===== src/rtl/regfile_write_arbiter.sv =====
`default_nettype none
// ============================================================================
// Module   : regfile_write_arbiter
// Brief    : Shares the register file's single write port between the ALU
//            and the load unit. Each requester has its own FIFO; a
//            round-robin arbiter drains the FIFO heads into a registered
//            write port. Writes to x0 are dropped. A pending-write mask
//            covers every queued write plus the output stage.
// Options  : WB_ARB_STATS_EN - adds the 16-bit saturating conflictCount
//            output (edges where both FIFOs were non-empty).
// Revision : 1.0 - initial release
// ============================================================================

// ----------------------------------------------------------------------------
// Per-requester writeback FIFO with per-entry valid bits for the pending mask
// ----------------------------------------------------------------------------
module regfile_write_arbiter_fifo #(
  parameter int DEPTH      = 2,
  parameter int DATA_WIDTH = 32,
  parameter int ADDR_WIDTH = 5
) (
  input  logic                       clk,
  input  logic                       reset,
  input  logic                       push,
  input  logic [ADDR_WIDTH-1:0]      push_rd,
  input  logic [DATA_WIDTH-1:0]      push_data,
  input  logic                       pop,
  output logic                       empty,
  output logic                       full,
  output logic [ADDR_WIDTH-1:0]      head_rd,
  output logic [DATA_WIDTH-1:0]      head_data,
  output logic [(2**ADDR_WIDTH)-1:0] pend_mask
);

  localparam int c_PTR_W = $clog2(DEPTH);
  localparam int c_CNT_W = c_PTR_W + 1;
  localparam int c_NREG  = 2**ADDR_WIDTH;

  logic [ADDR_WIDTH-1:0] r_rd   [DEPTH];
  logic [DATA_WIDTH-1:0] r_data [DEPTH];
  logic [DEPTH-1:0]      r_vld;
  logic [c_PTR_W-1:0]    r_wr_ptr;
  logic [c_PTR_W-1:0]    r_rd_ptr;
  logic [c_CNT_W-1:0]    r_count;

  // Exact full/empty from the registered count; no bypass paths.
  assign empty     = (r_count == '0);
  assign full      = (r_count == c_CNT_W'(DEPTH));
  assign head_rd   = r_rd[r_rd_ptr];
  assign head_data = r_data[r_rd_ptr];

  // Entry storage: written on push only, never needs a reset value.
  always_ff @(posedge clk) begin
    if (push) begin
      r_rd[r_wr_ptr]   <= push_rd;
      r_data[r_wr_ptr] <= push_data;
    end
  end

  // Pointers, count and entry-valid bits; pointers wrap modulo DEPTH.
  // Push and pop never touch the same slot: push needs !full, pop needs
  // !empty, so a shared slot would imply an empty FIFO being popped.
  always_ff @(posedge clk) begin
    if (reset) begin
      r_wr_ptr <= '0;
      r_rd_ptr <= '0;
      r_count  <= '0;
      r_vld    <= '0;
    end else begin
      if (push) begin
        r_vld[r_wr_ptr] <= 1'b1;
        r_wr_ptr        <= r_wr_ptr + c_PTR_W'(1);
      end
      if (pop) begin
        r_vld[r_rd_ptr] <= 1'b0;
        r_rd_ptr        <= r_rd_ptr + c_PTR_W'(1);
      end
      case ({push, pop})
        2'b10:   r_count <= r_count + c_CNT_W'(1);
        2'b01:   r_count <= r_count - c_CNT_W'(1);
        default: r_count <= r_count;
      endcase
    end
  end

  // One-hot OR of the destination of every occupied entry.
  always_comb begin
    pend_mask = '0;
    for (int i = 0; i < DEPTH; i++) begin
      if (r_vld[i]) begin
        pend_mask[r_rd[i]] = 1'b1;
      end
    end
  end

  logic unused_nreg;
  assign unused_nreg = (c_NREG == 0);

endmodule

// ----------------------------------------------------------------------------
// Top: two FIFOs, round-robin arbiter, registered write port
// ----------------------------------------------------------------------------
module regfile_write_arbiter #(
  parameter int DEPTH      = 2,
  parameter int DATA_WIDTH = 32,
  parameter int ADDR_WIDTH = 5
) (
  input  logic                       clk,
  input  logic                       reset,
  input  logic                       aluValid,
  output logic                       aluReady,
  input  logic [ADDR_WIDTH-1:0]      aluRd,
  input  logic [DATA_WIDTH-1:0]      aluData,
  input  logic                       memValid,
  output logic                       memReady,
  input  logic [ADDR_WIDTH-1:0]      memRd,
  input  logic [DATA_WIDTH-1:0]      memData,
  output logic                       regWrite,
  output logic [ADDR_WIDTH-1:0]      writeRegister,
  output logic [DATA_WIDTH-1:0]      writeData,
  output logic [(2**ADDR_WIDTH)-1:0] pendingMask
`ifdef WB_ARB_STATS_EN
  ,
  output logic [15:0]                conflictCount
`endif
);

  localparam int c_NREG = 2**ADDR_WIDTH;

  typedef enum logic [0:0] {
    GRANT_ALU = 1'b0,
    GRANT_MEM = 1'b1
  } grant_e;

  grant_e                r_last_grant;
  logic                  w_alu_push;
  logic                  w_mem_push;
  logic                  w_alu_empty;
  logic                  w_mem_empty;
  logic                  w_alu_full;
  logic                  w_mem_full;
  logic [ADDR_WIDTH-1:0] w_alu_head_rd;
  logic [ADDR_WIDTH-1:0] w_mem_head_rd;
  logic [DATA_WIDTH-1:0] w_alu_head_data;
  logic [DATA_WIDTH-1:0] w_mem_head_data;
  logic [c_NREG-1:0]     w_alu_pend;
  logic [c_NREG-1:0]     w_mem_pend;
  logic [c_NREG-1:0]     w_out_pend;
  logic                  w_grant_alu;
  logic                  w_grant_mem;

  // Ready is a pure function of the registered count.
  assign aluReady = !w_alu_full;
  assign memReady = !w_mem_full;

  // An accepted x0 write is consumed here and never enters a FIFO.
  assign w_alu_push = aluValid && aluReady && (aluRd != '0);
  assign w_mem_push = memValid && memReady && (memRd != '0);

  regfile_write_arbiter_fifo #(
    .DEPTH      (DEPTH),
    .DATA_WIDTH (DATA_WIDTH),
    .ADDR_WIDTH (ADDR_WIDTH)
  ) u_alu_fifo (
    .clk       (clk),
    .reset     (reset),
    .push      (w_alu_push),
    .push_rd   (aluRd),
    .push_data (aluData),
    .pop       (w_grant_alu),
    .empty     (w_alu_empty),
    .full      (w_alu_full),
    .head_rd   (w_alu_head_rd),
    .head_data (w_alu_head_data),
    .pend_mask (w_alu_pend)
  );

  regfile_write_arbiter_fifo #(
    .DEPTH      (DEPTH),
    .DATA_WIDTH (DATA_WIDTH),
    .ADDR_WIDTH (ADDR_WIDTH)
  ) u_mem_fifo (
    .clk       (clk),
    .reset     (reset),
    .push      (w_mem_push),
    .push_rd   (memRd),
    .push_data (memData),
    .pop       (w_grant_mem),
    .empty     (w_mem_empty),
    .full      (w_mem_full),
    .head_rd   (w_mem_head_rd),
    .head_data (w_mem_head_data),
    .pend_mask (w_mem_pend)
  );

  // Round-robin grant: a lone requester always wins; on contention the
  // requester that did not win last time is served.
  always_comb begin
    w_grant_alu = 1'b0;
    w_grant_mem = 1'b0;
    if (!w_alu_empty && (w_mem_empty || (r_last_grant == GRANT_MEM))) begin
      w_grant_alu = 1'b1;
    end else if (!w_mem_empty) begin
      w_grant_mem = 1'b1;
    end
  end

  // Remember the last winner; reset favours the ALU on the first contest.
  always_ff @(posedge clk) begin
    if (reset) begin
      r_last_grant <= GRANT_MEM;
    end else if (w_grant_alu) begin
      r_last_grant <= GRANT_ALU;
    end else if (w_grant_mem) begin
      r_last_grant <= GRANT_MEM;
    end
  end

  // Registered write port: load the granted head, else drop the enable and
  // hold index/data.
  always_ff @(posedge clk) begin
    if (reset) begin
      regWrite      <= 1'b0;
      writeRegister <= '0;
      writeData     <= '0;
    end else if (w_grant_alu) begin
      regWrite      <= 1'b1;
      writeRegister <= w_alu_head_rd;
      writeData     <= w_alu_head_data;
    end else if (w_grant_mem) begin
      regWrite      <= 1'b1;
      writeRegister <= w_mem_head_rd;
      writeData     <= w_mem_head_data;
    end else begin
      regWrite      <= 1'b0;
    end
  end

  // The write currently on the port is still pending until the file takes it.
  always_comb begin
    w_out_pend = '0;
    if (regWrite) begin
      w_out_pend[writeRegister] = 1'b1;
    end
  end

  assign pendingMask = w_alu_pend | w_mem_pend | w_out_pend;

`ifdef WB_ARB_STATS_EN
  logic [15:0] r_conflict_cnt;

  // Count edges with both FIFOs non-empty, saturating at all-ones.
  always_ff @(posedge clk) begin
    if (reset) begin
      r_conflict_cnt <= '0;
    end else if (!w_alu_empty && !w_mem_empty && (r_conflict_cnt != 16'hFFFF)) begin
      r_conflict_cnt <= r_conflict_cnt + 16'd1;
    end
  end

  assign conflictCount = r_conflict_cnt;
`else
  // No conflict statistics in this build.
`endif

endmodule

`default_nettype wire


===== config.mk =====
export PLATFORM = sky130hd
export DESIGN_NAME = regfile_write_arbiter
export DESIGN_NICKNAME = d
export VERILOG_FILES = /design/src/rtl/regfile_write_arbiter.sv
export SDC_FILE = /design/constraint.sdc
export NUM_CORES = 1
export LEC_CHECK = 0
export ABC_AREA = 1
export CORE_MARGIN = 2
export CORE_UTILIZATION = 30
export CTS_CLUSTER_SIZE = 12
export DETAILED_ROUTE_END_ITERATION = 8
export HOLD_SLACK_MARGIN = 0.06
export PLACE_DENSITY = 0.56
export SYNTH_ARGS = -nofsm -noshare
export SYNTH_HDL_FRONTEND = slang
export SYNTH_SLANG_ARGS = --single-unit

===== constraint.sdc =====
create_clock -name clk -period 2.15 [get_ports clk]
set_input_delay 0.43 -clock clk [delete_from_list [all_inputs] [get_ports clk]]
set_output_delay 0.43 -clock clk [all_outputs]
set_load 0.02 [all_outputs]

==> summary.md <==
| Metric | Value |
|---|---|
| Post-synth EDFFs | 148 |
| Minimum clock period | 2.239 ns |
| Delay of the slowest critical-path stage | 0.43 ns |
| LEAKAGE | 0.005668 uW |
| Sequential area share after synthesis | between 50% and 60% |
| Slew Limit Fails | 0 |
| Final routed DRC violation total | 0 |
| Crit end category | primary output |
| Max Buffers Root-to-Sink | 3 |
| Die ar. | about 32000 um2 |
| Req. time, crit path | 1.72 ns |
| Sequential power share | 36.3% |
| Total Routing Usage GR | 18.55% |
| Post-Syn Area | approximately 9300 um2 |
| # hold bufs at CTS | 0 |
| Placed Area | 11790 um2 |
| Arrival time worst endpoint | 1.81 ns |
| Die width | about 180 um |
| Max Freq | 446.6 MHz |
| Status | finished with violations |
| Ys async rst share | 0% |
| Via density | 4.774 |
| Initial antenna violation count | 0 |
| Syn avg cell area | 8.968 um2 |
| Global-route wire length before repair | 46890 um |
| CTS H-tree depth | 1 |
| Cts bufs inserted | 22 |
| Post-Route Skew | 0.02015 ns |
| Place WS | -0.1492 ns |
| Setup TNS | -1.082 ns |
| Syn nets | between 1000 and 1500 |
| Hold EP | writeData[29]$_SDFFE_PP0P_ |
| CP Class | reg2out |
| Synth area leader | edfxtp_1 |
| Crit start category | flip-flop |
| GRT overflow | 0 |
| Failing checks | setup timing |
| Avg WL per Cell | 18.26 um |
| Clock power share | 22.9% |
| Largest net degree at the start of global routing | 40 |
| Post-DRT Antenna Nets | 0 |
| Number of DRC markers in iteration 0 | 532 |
| Net Sw Frac | 38.69% |
| Final Hold Fails | 0 |
| Area fraction of the dominant cell type after synthesis | between 40% and 50% |
| Core Area | around 31000 um2 |
| Final worst-path setup slack | -0.08936 ns |
| Peak supply drop | 0.6394 mV |
| Hold path startpoint | writeData[29]$_SDFFE_PP0P_ |
| N_diodes | 0 |
| Hold path depth | 2 |
| Root Driver | clkbuf_16 |
| Switch Pwr | 5909 uW |
| Synth Register Bits | between 200 and 250 |
| GP Congestion | 0.9003 |
| Final #Nets | around 1400 |
| Max-Slew Margin vs Limit | a little under a third |
| # port buffers | 149 |
| RSZ-0062 raised after global routing | yes |
| Count leader, synth | nand2_1 |
| Cell Chain, Critical Path | buf_6 -> nand3_4 -> buf_8 -> buf_4 -> nor2_2 -> a21oi_2 -> nand3_2 -> buf_6 |
| FP Rows | 64 |
| Synth Flop Type | edfxtp_1 |
| Tcrit/Tclk final | 104.2% |
| Synth Warn # | 0 |
| Hold Crit Class | reg2reg |
| Setup slack, reg-to-reg | 0.34 ns |
| Slowest-stage cell, CP | edfxtp_1 |
| Fin area | 13420 um2 |
| FF-to-FF End | writeData[18]$_SDFFE_PP0P_ |
| Synth-to-Final Area Change | 45.05% |
| Most area-consuming cells after synthesis | edfxtp_1 (48%), dfxtp_1 (11%), nand2_1 (11%) |
| Vias in the first global route | 8044 |
| Yosys cell types | 32 |
| P_int | 9364 uW |
| Finish-stage setup viols | 32 |
| Comb power frac | 40.8% |
| Mapped Cells | between 1000 and 1500 |
| Initial Util | 30.34% |
| Crit path top cell by count | buf_6 |
| Detailed Route WL | 30990 um |
| Ports | 150 |
| Post-DP HPWL | 22650 um |
| Clock net sink count | 201 |
| Drt pass-1 iters | 5 |
| Critical Path Fanout Max | 8 |
| Max cap viols | 0 |
| Worst Tran Pin Value | 1.031 ns |
| Clk slew on worst S/H paths | around 0.060 ns |
| Vias | 8102 |
| Die Y | 179.6 um |
| CTS tree | done |
| Fraction of layout cells with a size suffix above 1 | around 28% |
| P per Cell Area | 1138 nW/um2 |
| Reg2Reg Depth | 5 |
| Synth top cells by count | nand2_1 (282), edfxtp_1 (148), nor2_1 (125) |
| Worst skew pair latency | 0.50 ns |
-- per-layer routing --
layer,vias to the layer above,GRT usage [%],share of wire [%],wire length (um)
li1,3967,-,-,-
met4,0,5.854,3.3,1033
met1,3849,22.83,42,13030
met3,62,3.120,5.1,1582
met2,224,33.06,50,15340
met5,-,0,0,0
-- through the flow --
| step | power, uW | cells | util, % | hold slack, ns |
|---|---|---|---|---|
| 2_1_floorplan | 8979 | 1032 | - | 0.4525 |
| 3_3_place_gp | 11520 | 1631 | 38.64 | 0.4364 |
| 3_5_place_dp | 11570 | 1631 | 38.64 | 0.4380 |
| 4_1_cts | 15260 | 1686 | 42.37 | 0.4581 |
| 5_1_grt | 16210 | 1697 | 44.00 | 0.4725 |
| 6_report | 15270 | 1697 | 44.00 | 0.4541 |
-- cells by family (layout without fill, tap and decap cells) --
logic type | after synthesis | after routing | synth area share [%]
adder cells (fa/ha/maj) | 2 | 2 | 0.2703
AO/OA/AOI/OAI | 111 | 111 | 6.489
AND/OR/NAND/NOR | 594 | 594 | 27.84
flip-flops | 201 | 201 | 59.48
buffers and inverters | 124 | 393 | 5.921
-- state kept, by name, summed over array words and instances (netlist names), named ones only --
register	count
writeData	32
u_mem_fifo.r_count	2
u_alu_fifo.r_count	2
u_mem_fifo.r_vld	2
u_alu_fifo.r_data	64
regWrite	1
u_alu_fifo.r_rd	10
u_alu_fifo.r_rd_ptr	1
writeRegister	5
u_mem_fifo.r_data	64
u_alu_fifo.r_vld	2
r_last_grant	1
u_mem_fifo.r_rd	10
u_mem_fifo.r_wr_ptr	1
u_mem_fifo.r_rd_ptr	1
u_alu_fifo.r_wr_ptr	1
-- power groups by stage --
stage	registers (uW)	logic, uW	clock network [uW]
floorplan	5790	3190	0
global placement	5560	5960	0
detailed placement	5570	6010	0
CTS	5520	6180	3560
global route	5630	6870	3710
finish	5550	6240	3490
-- critical path: cells and delay by family (launching register included) --
kind	cells	cell delay, ns
and+or+nand+nor	3	0.19
DFF	1	0.43
buffers and inverters	4	0.57
AOI/OAI and AO/OA	1	0.12
-- cells in the final DEF (no fill, tap or decap), types with 41 or more instances in the layout --
master           instances
nor2_1                 109
edfxtp_1               148
inv_1                   59
buf_4                   83
nand2_1                274
buf_6                   56
nand3_1                 79
nand3_2                 41
dfxtp_1                 44
clkdlybuf4s50_1        115
-- what timing repair did --
action / CTS / global route
buffers inserted: 15 / 11
setup endpoints to repair: 36 / 32
resized for setup: 284 / 114
pin swaps: 22 / 30
-- layout make-up --
type | instances | area (um2)
clock buffer | 36 | 634.4
clock inverter | 4 | 26.28
fill | 2948 | 17090
inverter | 88 | 330.3
multi-input combinational | 707 | 3821
sequential | 201 | 5519
tap | 396 | 495.5
timing repair buffer | 265 | 2597
-- worst max-delay path by stage --
stage | startpoint | end | depth (start not counted)
floorplan | u_alu_fifo.r_count[0]$_SDFFE_PP0P_ | u_alu_fifo.r_data[0][0]$_DFFE_PP_ | 4
global route | u_alu_fifo.r_rd[1][2]$_DFFE_PP_ | pendingMask[25] | 8
global placement | u_mem_fifo.r_rd[1][0]$_DFFE_PP_ | pendingMask[26] | 5
detailed placement | u_mem_fifo.r_rd[1][0]$_DFFE_PP_ | pendingMask[26] | 5
CTS | u_alu_fifo.r_rd[1][4]$_DFFE_PP_ | pendingMask[29] | 7
finish | u_mem_fifo.r_rd[1][0]$_DFFE_PP_ | pendingMask[17] | 8
(Power assumes the default switching activity.)
